**config.mk**
```make
export PLATFORM = sky130hd
export DESIGN_NAME = branch_resolve_queue_flat
export DESIGN_NICKNAME = d
export VERILOG_FILES = /design/src/rtl/branch_resolve_queue_pkg.sv /design/src/rtl/branch_resolve_queue_if.sv /design/src/rtl/branch_resolve_queue_entry_mem.sv /design/src/rtl/branch_resolve_queue.sv /design/src/flat_wrapper.sv
export SDC_FILE = /design/constraint.sdc
export NUM_CORES = 1
export LEC_CHECK = 0
export BUFFER_PORTS_ARGS = -buffer_cell sky130_fd_sc_hd__buf_2
export CORE_ASPECT_RATIO = 2
export CORE_MARGIN = 3
export CORE_UTILIZATION = 45
export DETAILED_ROUTE_END_ITERATION = 10
export GPL_TIMING_DRIVEN = 0
export PLACE_DENSITY = 0.71
export SYNTH_ARGS = -nofsm -noshare
export SYNTH_HDL_FRONTEND = slang
export SYNTH_SLANG_ARGS = --single-unit
```
**constraint.sdc**
```tcl
create_clock -name clk -period 2.7 [get_ports clk]
set_input_delay 0.54 -clock clk [delete_from_list [all_inputs] [get_ports clk]]
set_output_delay 0.54 -clock clk [all_outputs]
set_load 0.05 [all_outputs]
```
**src/rtl/branch_resolve_queue_pkg.sv**
```systemverilog
// Shared sizing for the branch resolve queue: global wavefront ids plus the
// issue-stage defaults for queue depth and PC width.
package branch_resolve_queue_pkg;
  localparam int WF_PER_CU    = 40;
  localparam int WF_ID_LENGTH = 6;
  localparam int BRQ_DEPTH    = 4;
  localparam int PC_LENGTH    = 32;
endpackage

```
**src/rtl/branch_resolve_queue_if.sv**
```systemverilog
// SALU -> queue -> fetch branch bus. master drives SALU results and fetch
// ready; slave is the queue itself.
interface branch_resolve_queue_if
  import branch_resolve_queue_pkg::*;
#(
  parameter int DEPTH = BRQ_DEPTH,
  parameter int PC_W  = PC_LENGTH
);
  localparam int CNT_W = $clog2(DEPTH + 1);

  logic                    salu_branch_valid;
  logic [WF_ID_LENGTH-1:0] salu_branch_wfid;
  logic                    salu_branch_taken;
  logic [PC_W-1:0]         salu_branch_target;
  logic                    fetch_branch_ready;
  logic                    f_salu_branch_en;
  logic [WF_ID_LENGTH-1:0] f_salu_branch_wfid;
  logic                    f_salu_branch_taken;
  logic [PC_W-1:0]         f_salu_branch_pc;
  logic                    brq_valid;
  logic [CNT_W-1:0]        brq_count;
  logic                    brq_overflow_err;
  logic                    brq_dup_err;

  modport master (
    output salu_branch_valid, salu_branch_wfid, salu_branch_taken, salu_branch_target,
    output fetch_branch_ready,
    input  f_salu_branch_en, f_salu_branch_wfid, f_salu_branch_taken, f_salu_branch_pc,
    input  brq_valid, brq_count, brq_overflow_err, brq_dup_err
  );

  modport slave (
    input  salu_branch_valid, salu_branch_wfid, salu_branch_taken, salu_branch_target,
    input  fetch_branch_ready,
    output f_salu_branch_en, f_salu_branch_wfid, f_salu_branch_taken, f_salu_branch_pc,
    output brq_valid, brq_count, brq_overflow_err, brq_dup_err
  );
endinterface

```
**src/rtl/branch_resolve_queue_entry_mem.sv**
```systemverilog
// DEPTH x {wfid, taken, pc} register file: one write port, one async read
// port, and per-entry valid/wfid taps for the duplicate compare.
module brq_entry_mem
  import branch_resolve_queue_pkg::*;
#(
  parameter int DEPTH = BRQ_DEPTH,
  parameter int PC_W  = PC_LENGTH,
  parameter int AW    = $clog2(DEPTH)
) (
  input  logic                                clk,
  input  logic                                rst,
  input  logic                                we,
  input  logic [AW-1:0]                       waddr,
  input  logic [WF_ID_LENGTH-1:0]             wr_wfid,
  input  logic                                wr_taken,
  input  logic [PC_W-1:0]                     wr_pc,
  input  logic                                clr,
  input  logic [AW-1:0]                       caddr,
  input  logic [AW-1:0]                       raddr,
  output logic [WF_ID_LENGTH-1:0]             rd_wfid,
  output logic                                rd_taken,
  output logic [PC_W-1:0]                     rd_pc,
  output logic [DEPTH-1:0]                    ent_vld,
  output logic [DEPTH-1:0][WF_ID_LENGTH-1:0]  ent_wfid
);
  logic [DEPTH-1:0][WF_ID_LENGTH-1:0] wfid_q;
  logic [DEPTH-1:0]                   taken_q;
  logic [DEPTH-1:0][PC_W-1:0]         pc_q;
  logic [DEPTH-1:0]                   vld_q;

  // Write follows clear so a full-queue push+pop (same slot) leaves it valid.
  always_ff @(posedge clk) begin
    if (!rst) begin
      wfid_q  <= '0;
      taken_q <= '0;
      pc_q    <= '0;
      vld_q   <= '0;
    end else begin
      if (clr) vld_q[caddr] <= 1'b0;
      if (we) begin
        wfid_q[waddr]  <= wr_wfid;
        taken_q[waddr] <= wr_taken;
        pc_q[waddr]    <= wr_pc;
        vld_q[waddr]   <= 1'b1;
      end
    end
  end

  assign rd_wfid  = wfid_q[raddr];
  assign rd_taken = taken_q[raddr];
  assign rd_pc    = pc_q[raddr];
  assign ent_vld  = vld_q;
  assign ent_wfid = wfid_q;
endmodule

```
**src/rtl/branch_resolve_queue.sv**
```systemverilog
// Circular FIFO of resolved SALU branches feeding fetch; flags dropped pushes
// and wavefronts that already have a branch queued.
module branch_resolve_queue
  import branch_resolve_queue_pkg::*;
#(
  parameter int DEPTH = BRQ_DEPTH,
  parameter int PC_W  = PC_LENGTH
) (
  input logic                  clk,
  input logic                  rst,
  branch_resolve_queue_if.slave bus
);
  localparam int AW = $clog2(DEPTH);
  localparam int CW = $clog2(DEPTH + 1);

  logic [AW-1:0]                      rd_ptr, wr_ptr;
  logic [CW-1:0]                      count;
  logic                               ovf_err, dup_err;
  logic                               full, vld, push, pop, dup_hit;
  logic [DEPTH-1:0]                   ent_vld;
  logic [DEPTH-1:0][WF_ID_LENGTH-1:0] ent_wfid;

  assign vld  = (count != '0);
  assign full = (count == CW'(DEPTH));
  assign pop  = vld & bus.fetch_branch_ready;
  assign push = bus.salu_branch_valid & (~full | pop);

  // The entry leaving this cycle may legitimately share the incoming wfid.
  always_comb begin
    dup_hit = 1'b0;
    for (int i = 0; i < DEPTH; i++)
      if (ent_vld[i] && ent_wfid[i] == bus.salu_branch_wfid && !(pop && AW'(i) == rd_ptr))
        dup_hit = 1'b1;
  end

  always_ff @(posedge clk) begin
    if (!rst) begin
      rd_ptr  <= '0;
      wr_ptr  <= '0;
      count   <= '0;
      ovf_err <= 1'b0;
      dup_err <= 1'b0;
    end else begin
      if (push) wr_ptr <= wr_ptr + AW'(1);
      if (pop)  rd_ptr <= rd_ptr + AW'(1);
      case ({push, pop})
        2'b10:   count <= count + CW'(1);
        2'b01:   count <= count - CW'(1);
        default: count <= count;
      endcase
      if (bus.salu_branch_valid && full && !pop) ovf_err <= 1'b1;
      if (push && dup_hit)                       dup_err <= 1'b1;
    end
  end

  brq_entry_mem #(.DEPTH(DEPTH), .PC_W(PC_W)) u_mem (
    .clk      (clk),
    .rst      (rst),
    .we       (push),
    .waddr    (wr_ptr),
    .wr_wfid  (bus.salu_branch_wfid),
    .wr_taken (bus.salu_branch_taken),
    .wr_pc    (bus.salu_branch_target),
    .clr      (pop),
    .caddr    (rd_ptr),
    .raddr    (rd_ptr),
    .rd_wfid  (bus.f_salu_branch_wfid),
    .rd_taken (bus.f_salu_branch_taken),
    .rd_pc    (bus.f_salu_branch_pc),
    .ent_vld  (ent_vld),
    .ent_wfid (ent_wfid)
  );

  assign bus.brq_valid        = vld;
  assign bus.f_salu_branch_en = pop;
  assign bus.brq_count        = count;
  assign bus.brq_overflow_err = ovf_err;
  assign bus.brq_dup_err      = dup_err;
endmodule

```
**src/flat_wrapper.sv**
```systemverilog
// flat-port wrapper written by rule: the top's interface ports become plain ports
module branch_resolve_queue_flat import branch_resolve_queue_pkg::*;
#(
  parameter int DEPTH = BRQ_DEPTH,
  parameter int PC_W  = PC_LENGTH
)
  (clk, rst, bus_salu_branch_valid, bus_salu_branch_wfid, bus_salu_branch_taken, bus_salu_branch_target, bus_fetch_branch_ready, bus_f_salu_branch_en, bus_f_salu_branch_wfid, bus_f_salu_branch_taken, bus_f_salu_branch_pc, bus_brq_valid, bus_brq_count, bus_brq_overflow_err, bus_brq_dup_err);
  branch_resolve_queue_if #(.DEPTH(DEPTH), .PC_W(PC_W)) bus_i ();
  input logic clk;
  input logic rst;
  input wire logic [$bits(bus_i.salu_branch_valid)-1:0] bus_salu_branch_valid;
  input wire logic [$bits(bus_i.salu_branch_wfid)-1:0] bus_salu_branch_wfid;
  input wire logic [$bits(bus_i.salu_branch_taken)-1:0] bus_salu_branch_taken;
  input wire logic [$bits(bus_i.salu_branch_target)-1:0] bus_salu_branch_target;
  input wire logic [$bits(bus_i.fetch_branch_ready)-1:0] bus_fetch_branch_ready;
  output wire logic [$bits(bus_i.f_salu_branch_en)-1:0] bus_f_salu_branch_en;
  output wire logic [$bits(bus_i.f_salu_branch_wfid)-1:0] bus_f_salu_branch_wfid;
  output wire logic [$bits(bus_i.f_salu_branch_taken)-1:0] bus_f_salu_branch_taken;
  output wire logic [$bits(bus_i.f_salu_branch_pc)-1:0] bus_f_salu_branch_pc;
  output wire logic [$bits(bus_i.brq_valid)-1:0] bus_brq_valid;
  output wire logic [$bits(bus_i.brq_count)-1:0] bus_brq_count;
  output wire logic [$bits(bus_i.brq_overflow_err)-1:0] bus_brq_overflow_err;
  output wire logic [$bits(bus_i.brq_dup_err)-1:0] bus_brq_dup_err;
  assign bus_i.salu_branch_valid = bus_salu_branch_valid;
  assign bus_i.salu_branch_wfid = bus_salu_branch_wfid;
  assign bus_i.salu_branch_taken = bus_salu_branch_taken;
  assign bus_i.salu_branch_target = bus_salu_branch_target;
  assign bus_i.fetch_branch_ready = bus_fetch_branch_ready;
  assign bus_f_salu_branch_en = bus_i.f_salu_branch_en;
  assign bus_f_salu_branch_wfid = bus_i.f_salu_branch_wfid;
  assign bus_f_salu_branch_taken = bus_i.f_salu_branch_taken;
  assign bus_f_salu_branch_pc = bus_i.f_salu_branch_pc;
  assign bus_brq_valid = bus_i.brq_valid;
  assign bus_brq_count = bus_i.brq_count;
  assign bus_brq_overflow_err = bus_i.brq_overflow_err;
  assign bus_brq_dup_err = bus_i.brq_dup_err;
  branch_resolve_queue #(.DEPTH(DEPTH), .PC_W(PC_W)) u_core (.clk(clk), .rst(rst), .bus(bus_i));
endmodule
```
Word-level counts from Yosys, hierarchy flattened
Index checks and enable logic that the tools add are counted.
- output and inout bits: 46
- word-level logic and storage cells: 90
- flip-flop bits (word level): 169
- bits of input ports: 43
- magnitude comparators: 4
- reduce and logical (&&, ||, !) cells: 25
- muxes and demuxes: 25
- equality and inequality tests: 10
- bitwise logic cells: 7
- add/sub/neg operators: 4
- operator list (kind ; count):
    128-bit bitwise mux ; 1
    32-bit binary-select mux with 2-bit select ; 1
    32-bit demux with 2-bit select ; 1
    32-bit 2-to-1 mux ; 2
    24-bit bitwise mux ; 1
    6-bit equality test ; 4
    1-bit logical AND ; 17
    6-bit binary-select mux with 2-bit select ; 1
    6-bit demux with 2-bit select ; 1
    4-bit 2-to-1 mux ; 3
    6-bit 2-to-1 mux ; 2
    1-bit 2-to-1 mux ; 7
    2-bit by 3-bit < comparator with 1-bit output (second input constant) ; 2
    3-bit one-hot mux with 2 select lines ; 1
    1-bit zero test ; 5
    2-bit by 1-bit adder with 2-bit output (second input constant) ; 2
    4-bit bitwise AND ; 1
    4-bit bitwise mux ; 1
    1-bit demux with 2-bit select ; 2
    2-bit equality test (first input constant) ; 2
    2-bit by 1-bit greater-or-equal comparator with 1-bit output (second input constant) ; 2
    4-bit NOT ; 1
    4-bit bitwise OR ; 1
    3-bit by 1-bit adder with 3-bit output (second input constant) ; 1
    other kinds (12) ; 13

Logic depth before layout (Yosys ltp)
- depth after elaboration: 10
- gate-level depth with buffers: 10
- mapped depth without buffers: 9

Cells and area by module
From an unflattened synthesis, not the netlist that was laid out.
- cell total of the unflattened synthesis: 703
- area, all modules: 7503.4 um2
- modules (own cells, without submodules) (module ; cells each ; seq. area each (um2) ; area an instance (um2) ; instances):
    brq_entry_mem ; 613 ; 3203.1 ; 6718.9 ; 1
    branch_resolve_queue ; 90 ; 180.2 ; 784.5 ; 1

Worst setup path before layout
OpenSTA, ideal clock, no wires.
- path kind: reg-to-reg
- start: register u_core.count[0] (netlist: u_core.bus.brq_count[0])
- end: register u_core.count[2] (netlist: u_core.bus.brq_count[2])
- period minus slack after synthesis: 3.319 ns
- arrival: 3.244 ns
- stages on the path, launching flop included: 11
- path slack: -0.619 ns
- path buffers: 1
- data required time: 2.624 ns
- library setup time: 0.076 ns
- path through: dfxtp_1 -> nor3_1 -> inv_1 -> and2_1 -> clkbuf_1 -> ha_1 -> inv_1 -> fa_1 -> xor2_1 -> or3_1 -> a21boi_0
- longest elaborated chain between the ends: 6
- elaborated cells between the ends (all ways): 12
- classes of those cells: 2 x add/sub; 3 x eq/ne; 1 x mux; 4 x bitwise; 2 x reduce/logical
- RTL lines (element ; RTL line ; source):
    start: declaration ; branch_resolve_queue.sv:17 ; logic [CW-1:0] count;
    start signal: assignment ; branch_resolve_queue.sv:47 ; 2'b10: count <= count + CW'(1);
    start signal: assignment ; branch_resolve_queue.sv:48 ; 2'b01: count <= count - CW'(1);
    start signal: assignment ; branch_resolve_queue.sv:49 ; default: count <= count;
    3-bit nonzero test * ; branch_resolve_queue.sv:23 ; assign vld = (count != '0);
    named net bus_brq_valid ; flat_wrapper.sv:20 ; output wire logic [$bits(bus_i.brq_valid)-1:0] bus_brq_valid;
    1-bit bitwise AND * ; branch_resolve_queue.sv:25 ; assign pop = vld & bus.fetch_branch_ready;
    named net bus_f_salu_branch_en ; flat_wrapper.sv:16 ; output wire logic [$bits(bus_i.f_salu_branch_en)-1:0] bus_f_salu_branch_en;
    1-bit bitwise OR ; branch_resolve_queue.sv:26 ; assign push = bus.salu_branch_valid & (~full | pop);
    1-bit bitwise AND ; branch_resolve_queue.sv:26 ;
    2-bit by 1-bit equality test with 1-bit output or 2-bit equality test (tied branches) ; branch_resolve_queue.sv:46 ; case ({push, pop})
    3-bit one-hot mux with 2 select lines or 2-bit nonzero test (tied branches) ; n/a ;
The timed path passes the listed nets; every way through them passes the cells marked *.
A chain may end at the register's enable or synchronous reset.

Final worst setup path
- start: register u_core.rd_ptr[0]
- end: output bus_f_salu_branch_pc[21]
- longest elaborated chain between the ends: 2
- RTL lines (element ; RTL line ; source):
    start: declaration ; branch_resolve_queue.sv:16 ; logic [AW-1:0] rd_ptr, wr_ptr;
    start signal: assignment ; branch_resolve_queue.sv:45 ; if (pop) rd_ptr <= rd_ptr + AW'(1);
    32-bit binary-select mux with 2-bit select ; branch_resolve_queue_entry_mem.sv:51 ; assign rd_pc = pc_q[raddr];
    32-bit 2-to-1 mux (not written as such) ; branch_resolve_queue_entry_mem.sv:51 ;
    end: declaration ; flat_wrapper.sv:19 ; output wire logic [$bits(bus_i.f_salu_branch_pc)-1:0] bus_f_salu_branch_pc;
No other way between the ends. The select of a mux whose other input is x is not followed.

==> flow_summary.yaml <==
worst_setup_path:
  cp_data_arrival_time_ns: 2.04
  critPathRequiredTime_ns: 2.16
  timing.rr.start: "u_core.bus.brq_count[0]"
  worstSetupEndpoint: "bus_f_salu_branch_pc[21]"
  critPathCaptureType: "primary output"
  crit_type: "reg2out"
  r2r_cells: 10
  startpoint_type: "register"
  worstPathMaxFanout: 10
  reg2reg_to: "u_core.bus.brq_count[2]"
  r2r_slack_ns: 0.34
  critical_path.startpoint: "u_core.rd_ptr[0]"
grt:
  use_met2_pct: 42.67
  busiest_layer: "met2"
  grt_max_degree: 17
  grt_use_met3_pct: 3.955
  antenna_found_initial: 0
  gr-total-overflow: 0
  grt_use_met1_pct: 22.96
  grt_pass1_vias: 6310
  grt_first_pass_wirelength_mm: 32.37
  groute.usage.overall_pct: 22.09
sta:
  rsz0062_at_grt: "false"
  holdWs_ns: 0.3718
  fmax_mhz: 387.2
  fin_crit_sh_pct: 95.66
  fin_skew_ns: 0.01151
  finalSetupViolations: 0
  fin_setup_tns_ns: 0
  slew_viol_final: 0
  worst_pin_slew_ns: 0.6239
  final_hold_viol_count: 0
  max_slew_margin_pct: 58.40
  period_needed_ns: 2.583
final_layout:
  diodes: 0
  fin_nets: 994
  areaGrowthSynthToFinish_pct: 16.91
  drive_above_1_share_pct: 21.30
  layout_commonest_cell: "nand2_1"
  mostFrequentLayoutCells: "nand2_1 (317), dfxtp_1 (164), a21boi_0 (116)"
  final_cell_area_um2: 8989
power:
  ir_worst_vdd_mv: 0.4791
  p_leak_nw: 3.277
  powerDensity_nw_per_um2: 801.1
place:
  place_hpwl_mm: 14.69
  placed_area_um2: 8358
  portBuffers: 81
  gp_congestion: 0.8292
floorplan:
  start_util_pct: 45.86
  rows: 67
  dieArea_um2: 18780
  die_y_um: 190.9
  design.core.area_um2: 16770
  io_pins: 89
  die_w_um: 98.43
clock_network:
  worstSkewPairLatency_ns: 0.43
  cts_htree_levels: 4
  cts_buffers: 17
  post_cts_buffers: 0
  clock_sinks: 169
  root_buffer: "clkbuf_16"
  cts_max_path_buffers: 2
  cts.clk_slew.worst_paths_ns: 0.07
  tritoncts: "built"
run_status:
  status: "finished clean"
drt:
  wl_mm: 20.40
  drc_errors: 0
  dr.pass1.iters: 5
  vias: 6153
  drtIter0Drc: 246
  routedWlPerCell_um: 17.59
  viasPerCell: 5.304
  postRouteAntennaNets: 0
run:
  cap_violations: 0
synthesis:
  ys_types: 29
  syn_area_per_cell_um2: 9.142
  synth_warnings: 0
  syn_nets: 894
  synth.yosys.seq_area_share_pct: 44.00
  syn_inst: 841
  synth_area_um2: 7689
  ys_seq_elements: 169
worst_hold_path:
  holdCritPathClass: "in2reg"
## logic make-up (layout without fill, tap and decap cells)
group                      Yosys count  after routing  synth area share, %
AOI/OAI and AO/OA                  171            171                16.37
adders and majority gates           10             10                1.725
buffers and inverters               75            187                5.045
and+or+nand+nor                    348            348                18.11
xor gates and xnor gates            28             28                3.190
muxes                               40             40                11.55
DFF                                169            169                44.00
## synth_stat cells, drive strengths merged
cell / count / area, um^2
ha: 9 / 112.6
nor3: 2 / 10.01
a21boi: 161 / 1209
inv: 9 / 33.78
nand2: 321 / 1215
o21ai: 7 / 35.03
nor2b: 4 / 27.53
clkbuf: 27 / 101.4
or3: 1 / 6.260
fa: 1 / 20.02
xor2: 9 / 78.83
nor2: 2 / 7.510
xnor2: 19 / 166.4
nor4b: 1 / 15.01
a21oi: 3 / 15.01
nand4: 4 / 25.02
dfxtp: 169 / 3383
mux4: 39 / 878.3
nor4: 4 / 25.02
and2: 9 / 61.31
buf: 39 / 252.7
mux2i: 1 / 10.01
## per-stage QoR
step,total power [W],setup WS [ns],cells,util [%]
floorplan,0.004214,0.04379,841,-
global placement,0.004702,0.08484,1129,49.85
detailed placement,0.004728,0.05455,1129,49.85
CTS,0.007244,0.01544,1160,53.54
global route,0.007491,0.04009,1160,53.61
finish,0.007201,0.1172,1160,53.61
## flip-flops by register name, indices dropped and copies added, names as in the netlist
register and flops:
u_core.bus.brq_count 3, u_core.u_mem.taken_q 4, u_core.u_mem.pc_q 128, u_core.rd_ptr 2, u_core.wr_ptr 2, u_core.u_mem.ent_vld 4, u_core.bus.brq_dup_err 1, u_core.bus.brq_overflow_err 1
u_core.u_mem.ent_wfid 24
## where the power goes
part           switching (W)  total, W  internal [W]  leakage, nW
Sequential          0.000128   0.00280       0.00267         1.37
Combinational        0.00125   0.00188      0.000633         1.62
Clock                0.00104   0.00252       0.00148        0.282
## repair_timing
action,in CTS,in global routing
pin swaps,0,0
hold buffers,0,0
setup endpoints to repair,39,8
gates resized for setup,6,5
## final cells by class
type | count | area (um^2)
inverter | 9 | 33.78
fill | 1563 | 7777
buffer | 66 | 376.6
clock inverter | 13 | 167.7
multi-input combinational | 597 | 3918
tap | 207 | 259.0
clock buffer | 18 | 439.2
sequential | 169 | 3390
timing repair buffer | 81 | 405.4
## layer usage
metal	share of wire, %	up-vias
met5	0	-
met4	2.7	0
met3	4.4	38
met2	55	169
met1	37	2955
li1	-	2991
## worst max-delay path, stage by stage, from the launching register on
cell      delay (ns)
dfxtp_2         0.45
buf_4           0.27
clkbuf_4        0.28
mux4_2          0.37
buf_2           0.24
## worst min-delay path by stage
stage / startpoint / endpoint / slack (ns) / depth (start not counted)
after floorplan: u_core.u_mem.pc_q[32] / u_core.u_mem.pc_q[32] / 0.43 / 2
after CTS: bus_salu_branch_target[29] / u_core.u_mem.pc_q[125] / 0.36 / 3
after global placement: u_core.u_mem.pc_q[32] / u_core.u_mem.pc_q[32] / 0.44 / 2
after detailed placement: u_core.u_mem.pc_q[62] / u_core.u_mem.pc_q[62] / 0.45 / 2
final: bus_salu_branch_valid / u_core.bus.brq_overflow_err / 0.37 / 3
after global routing: bus_salu_branch_target[29] / u_core.u_mem.pc_q[125] / 0.37 / 3
No activity file was read; power rests on OpenSTA's default activity.
